### src/rtl/flappy_pkg.sv
// Shared sprite geometry, fetch-state encoding and offset arithmetic for the
// bird sprite pipeline.
package flappy_pkg;

  localparam int SPRITE_W = 16;
  localparam int SPRITE_H = 16;
  localparam int H_ACTIVE = 640;
  localparam int V_TOTAL  = 525;

  typedef enum logic [1:0] {IDLE, CHECK, LATCH} sprite_fetch_t;

  // Distance from a sprite origin to a beam position. Positions left of or
  // above the origin wrap to large values, so a single "< span" compare
  // rejects them.
  function automatic logic [10:0] line_offset(input logic [9:0] pos,
                                              input logic [9:0] origin);
    return {1'b0, pos} - {1'b0, origin};
  endfunction

endpackage

### src/rtl/bird_sprite_ctrl_fetch.sv
// Horizontal-blank row fetcher: selects the ROM row for the next line and
// captures it into the line buffer.
module bird_sprite_ctrl_fetch #(
  parameter int SPRITE_W = flappy_pkg::SPRITE_W,
  parameter int SPRITE_H = flappy_pkg::SPRITE_H,
  parameter int SCALE    = 2,
  parameter int V_TOTAL  = flappy_pkg::V_TOTAL,
  parameter int FETCH_H  = 640
) (
  input  logic                clk,
  input  logic                rst_n,
  input  logic [9:0]          hcount,
  input  logic [9:0]          vcount,
  input  logic [9:0]          y_l,
  output logic [5:0]          rom_addr,
  input  logic [SPRITE_W-1:0] rom_data,
  output logic [SPRITE_W-1:0] line_buf,
  output logic                line_valid
);
  import flappy_pkg::sprite_fetch_t;

  localparam int          SHIFT  = $clog2(SCALE);
  localparam logic [10:0] SPAN_Y = 11'(SPRITE_H * SCALE);

  sprite_fetch_t state;
  logic [5:0]    addr_q;
  logic [9:0]    nv;
  logic [10:0]   dy;
  logic          in_range;
  logic [5:0]    row_addr;

  always_comb begin
    nv       = (vcount == 10'(V_TOTAL - 1)) ? 10'd0 : vcount + 10'd1;
    dy       = flappy_pkg::line_offset(nv, y_l);
    in_range = dy < SPAN_Y;
    row_addr = 6'(dy >> SHIFT);
  end

  // The address is presented combinationally during CHECK so it is valid in
  // the same cycle and already reflects a y_l latched on the trigger edge;
  // addr_q keeps it steady through LATCH and while idle.
  assign rom_addr = (state == flappy_pkg::CHECK && in_range) ? row_addr : addr_q;

  // NOTE: every register here, line_buf included, is reset so a mid-line
  // reset leaves no stale row that could be drawn before the next fetch.
  always_ff @(posedge clk or negedge rst_n) begin
    if (!rst_n) begin
      state      <= flappy_pkg::IDLE;
      addr_q     <= '0;
      line_buf   <= '0;
      line_valid <= 1'b0;
    end else begin
      // NOTE: non-blocking assignments keep every register sampling the
      // pre-edge values, independent of statement order.
      case (state)
        flappy_pkg::IDLE: begin
          if (hcount == 10'(FETCH_H)) state <= flappy_pkg::CHECK;
        end
        flappy_pkg::CHECK: begin
          if (in_range) begin
            addr_q <= row_addr;
            state  <= flappy_pkg::LATCH;
          end else begin
            line_valid <= 1'b0;
            state      <= flappy_pkg::IDLE;
          end
        end
        flappy_pkg::LATCH: begin
          // Lands after the active area, so the buffer never moves under the beam.
          line_buf   <= rom_data;
          line_valid <= 1'b1;
          state      <= flappy_pkg::IDLE;
        end
        default: state <= flappy_pkg::IDLE;
      endcase
    end
  end

endmodule

### src/rtl/bird_sprite_ctrl.sv
// Per-scanline bird sprite controller: frame-latched position, row fetch in
// horizontal blank and a registered per-pixel sprite flag.
module bird_sprite_ctrl #(
  parameter int SPRITE_W = flappy_pkg::SPRITE_W,
  parameter int SPRITE_H = flappy_pkg::SPRITE_H,
  parameter int SCALE    = 2,
  parameter int H_ACTIVE = flappy_pkg::H_ACTIVE,
  parameter int V_TOTAL  = flappy_pkg::V_TOTAL,
  parameter int FETCH_H  = 640
) (
  input  logic                clk,
  input  logic                rst_n,
  input  logic [9:0]          hcount,
  input  logic [9:0]          vcount,
  input  logic                video_on,
  input  logic                frame_start,
  input  logic [9:0]          bird_x,
  input  logic [9:0]          bird_y,
  output logic [5:0]          rom_addr,
  input  logic [SPRITE_W-1:0] rom_data,
  output logic                pixel_on
);

  localparam int          SHIFT  = $clog2(SCALE);
  localparam int          COL_W  = $clog2(SPRITE_W);
  localparam logic [10:0] SPAN_X = 11'(SPRITE_W * SCALE);

  logic [9:0]          x_l;
  logic [9:0]          y_l;
  logic [SPRITE_W-1:0] line_buf;
  logic                line_valid;
  logic [10:0]         dx;
  logic [COL_W-1:0]    col;
  logic                hit;

  // Position is sampled once per frame so a mid-frame move cannot tear the sprite.
  always_ff @(posedge clk or negedge rst_n) begin
    if (!rst_n) begin
      x_l <= '0;
      y_l <= '0;
    end else if (frame_start) begin
      x_l <= bird_x;
      y_l <= bird_y;
    end
  end

  bird_sprite_ctrl_fetch #(
    .SPRITE_W (SPRITE_W),
    .SPRITE_H (SPRITE_H),
    .SCALE    (SCALE),
    .V_TOTAL  (V_TOTAL),
    .FETCH_H  (FETCH_H)
  ) u_fetch (
    .clk        (clk),
    .rst_n      (rst_n),
    .hcount     (hcount),
    .vcount     (vcount),
    .y_l        (y_l),
    .rom_addr   (rom_addr),
    .rom_data   (rom_data),
    .line_buf   (line_buf),
    .line_valid (line_valid)
  );

  // Bit SPRITE_W-1 of the row is the leftmost column; the active-width
  // compare is a second guard against wrapping past the right edge.
  always_comb begin
    dx  = flappy_pkg::line_offset(hcount, x_l);
    col = COL_W'(SPRITE_W - 1) - COL_W'(dx >> SHIFT);
    hit = line_valid && video_on && (hcount < 10'(H_ACTIVE)) &&
          (dx < SPAN_X) && line_buf[col];
  end

  always_ff @(posedge clk or negedge rst_n) begin
    if (!rst_n) pixel_on <= 1'b0;
    else        pixel_on <= hit;
  end

endmodule
### config.mk
export PLATFORM = sky130hd
export DESIGN_NAME = bird_sprite_ctrl
export DESIGN_NICKNAME = d
export VERILOG_FILES = /design/src/rtl/flappy_pkg.sv /design/src/rtl/bird_sprite_ctrl_fetch.sv /design/src/rtl/bird_sprite_ctrl.sv
export SDC_FILE = /design/constraint.sdc
export NUM_CORES = 1
export LEC_CHECK = 0
export ABC_AREA = 1
export CAP_MARGIN = 0
export CELL_PAD_IN_SITES_DETAIL_PLACEMENT = 0
export CELL_PAD_IN_SITES_GLOBAL_PLACEMENT = 1
export CORE_AREA = 3 3 87 89
export DETAILED_ROUTE_END_ITERATION = 8
export DIE_AREA = 0 0 90 92
export DONT_BUFFER_PORTS = 1
export GPL_ROUTABILITY_DRIVEN = 0
export PLACE_DENSITY = 0.86
export RECOVER_POWER = 25
export SYNTH_ARGS = -nofsm -noshare
export SYNTH_HDL_FRONTEND = slang
export SYNTH_HIERARCHICAL = 1
export SYNTH_SLANG_ARGS = --single-unit
export TNS_END_PERCENT = 10
### constraint.sdc
create_clock -name clk -period 5.47 [get_ports clk]
set_input_delay 0.2735 -clock clk [delete_from_list [all_inputs] [get_ports clk]]
set_output_delay 0.2735 -clock clk [all_outputs]
set_load 0.01 [all_outputs]
==> qor.yml <==
outcome:
  status: "complete, but fails checks"
  violations: "max-capacitance violations, max-slew violations"
sta:
  fin_crit_ps: 3090
  hold_viol: 0
  worst_clock_skew_ps: 8.71
  slew_headroom: -0.700
  finalSetupTns_ps: 0
  max_clock_freq_mhz: 323
  setup_slack_ps: 2380
  finalCritPeriodShare: 0.565
  tightest_slew_ps: 2550
  final-setup-viol-count: 0
  rsz0062_at_grt: "false"
  drv_slew: 47
global_route:
  grt_max_degree: 47
  grt.total_usage: 0.180
  grt_overflow: 0
  grt_pass1_wl_mm: 12.1
  antenna_found_initial: 0
  grt_pass1_vias: 2684
yosys:
  synth.most_common_cell: "nand2_1"
  synthFlopType: "dfrtp_1"
  synth_top_area_frac: 0.347
  syn_inst: 456
  ys_async_sr_fraction: 1.00
  yosysUniqueCellTypes: 27
  ys.warnings.count: 6
  seq_area_frac_synth: 0.347
  synth-edff-count: 0
  synth_largest_area_cell: "dfrtp_1"
  netlist_area_sq_um: 3310
  synthTopCellsByCount: "130 x nand2_1, 81 x inv_1, 46 x dfrtp_1, 46 x nor2_1"
  ys_seq_elements: 46
  syn_area_per_cell_sq_um: 7.27
  synthTopCellsByArea: "dfrtp_1 35%, nand2_1 15%, inv_1 9.2%"
  syn_nets: 538
pwr:
  ir_drop_v: 0.000115
  power.density_nw_per_um2: 245
  total_power_mw: 0.861
  power.static_leakage_nw: 1.94
detailed_routing:
  vias: 2721
  via_per_inst: 4.89
  drt-total-wl_mm: 7.17
  antenna_left: 0
  first_pass_iters: 4
  post_drt_wl_per_cell_um: 12.9
  drc: 0
  drtIter0Drc: 78
setup_path:
  path_class: "input pin to primary output"
  arrival_ps: 2820
  crit_fanout: 5
  worst_setup_path_start_kind: "input pin"
  cp_data_required_time_ps: 5200
  crit_path_end_kind: "primary output"
clock_network:
  cts.sinks: 46
  root_buffer: "clkbuf_8"
  clkSlewWorstSetupHoldPaths_ps: 90
  clkLatencyLatePin_ps: 300
  numCtsBuffers: 5
  clk_path_buf_depth: 2
  cts_setup_buffers: 0
  cts_tree: "built"
  htree_levels: 2
floorplan:
  die_h_um: 92
  rows: 30
  pin_count: 67
  die_area_sq_um: 8280
  design.core.area_sq_um: 6830
  start_util: 0.485
  die_x_um: 90
min_path:
  hp-class: "input pin to flop"
placed_design:
  place_ws_ps: 2390
  portBuffers: 0
  placedCellCount: 547
  hpwl_mm: 5.77
layout:
  instances_no_fill: 557
  fin_nets: 542
  antenna_cells: 0
  syn_to_final_growth_pct: 6.15
  drive_gt1_frac: 0.113
job:
  maxCapViolCount: 1
==> placed cells by master (no fill, tap or decap), types with 3 or more instances in the layout <==
cell type	synthesis	routed
a21oi_1	13	13
mux2_2	27	27
nand3_2	3	3
ha_1	20	20
nor4_1	3	3
dfrtp_1	46	46
o21ai_0	19	19
nor3_1	4	4
nand2_1	130	130
nand2_2	7	7
nor2_1	46	46
nand3_1	27	27
inv_2	3	3
xor2_1	5	5
inv_1	81	81
clkbuf_8	0	6
==> cells by family (layout without fill, tap and decap cells) <==
family | count (synthesis) | in the layout | share of synthesized area
AND/OR/NAND/NOR | 229 | 229 | 0.297
XOR/XNOR | 7 | 7 | 0.0185
flip-flops | 46 | 46 | 0.347
adder cells (fa/ha/maj) | 22 | 22 | 0.0876
AO/OA/AOI/OAI | 36 | 36 | 0.0566
multiplexers | 27 | 27 | 0.0917
buffers and inverters | 89 | 94 | 0.102
==> per-stage QoR <==
stage          utilization  hold WS [ps]  cell area (sq um)
6_report             0.515          43.9               3520
5_1_grt              0.515          38.0               3520
4_1_cts              0.518          38.3               3540
3_5_place_dp         0.500         -20.8               3410
3_3_place_gp         0.500         -20.7               3410
2_1_floorplan            -         -22.1               3310
==> power breakdown <==
group	internal, mW	leakage, nW	total, mW	switching, mW
clock	0.102	0.0482	0.217	0.115
sequential	0.360	0.549	0.370	0.00918
combinational	0.104	1.35	0.275	0.170
==> layout make-up <==
cell class	count	area (sq um)
flip-flops and latches	46	1150
repair buffers	2	13.8
inverters	84	315
clock inverters	1	5.00
fillers	734	3310
clock buffers	7	86.3
multi-input cells	321	1830
well taps	96	120
==> timing repair <==
action / 4_1_cts / 5_1_grt
hold buffers: 2 / 0
hold endpoints to repair: 46 / 0
resized for setup: 0 / 0
==> state kept, by name, indices dropped and copies added (netlist names) <==
register	flops
u_fetch/line_buf	16
x_l	10
y_l	10
u_fetch/addr_q	6
u_fetch/state	2
pixel_on	1
u_fetch/line_valid	1
==> routing by layer <==
layer,global-route usage,wire [um],share of wire
met1,0.199,2950,0.41
met2,0.335,3740,0.52
met3,0.0410,340,0.047
met4,0.0651,138,0.019
met5,0,0,0
==> worst max-delay path, stage by stage <==
cell     delay [ps]
ha_1            160
nand2_1          60
nor2_1          120
inv_1            50
nor2_1          110
nand2_1         100
nor3_1          180
xnor2_1         140
inv_1            60
ha_1            340
nand2_1          80
nor2_1          110
inv_1            60
nor3_1          130
nand2_1          90
nand3_1         100
nand2_2          80
nor2_4          140
nand4_2         190
nand2_1         140
nand2_1         110
==> final timing paths <==
kind,slack (ps),from,end,cells after the start
min,40,hcount[8],u_fetch/state[0]$_DFFE_PN0P_,1
max in group asynchronous,2700,rst_n,u_fetch/addr_q[0]$_DFFE_PN0P_,2
max reg2reg,3080,y_l[0]$_DFFE_PN0P_,u_fetch/addr_q[2]$_DFFE_PN0P_,14
min in group asynchronous,1320,rst_n,u_fetch/line_buf[0]$_DFFE_PN0P_,2
max,2380,vcount[0],rom_addr[1],21
min reg2reg,470,u_fetch/addr_q[0]$_DFFE_PN0P_,u_fetch/addr_q[0]$_DFFE_PN0P_,2
(Power assumes the default switching activity.)
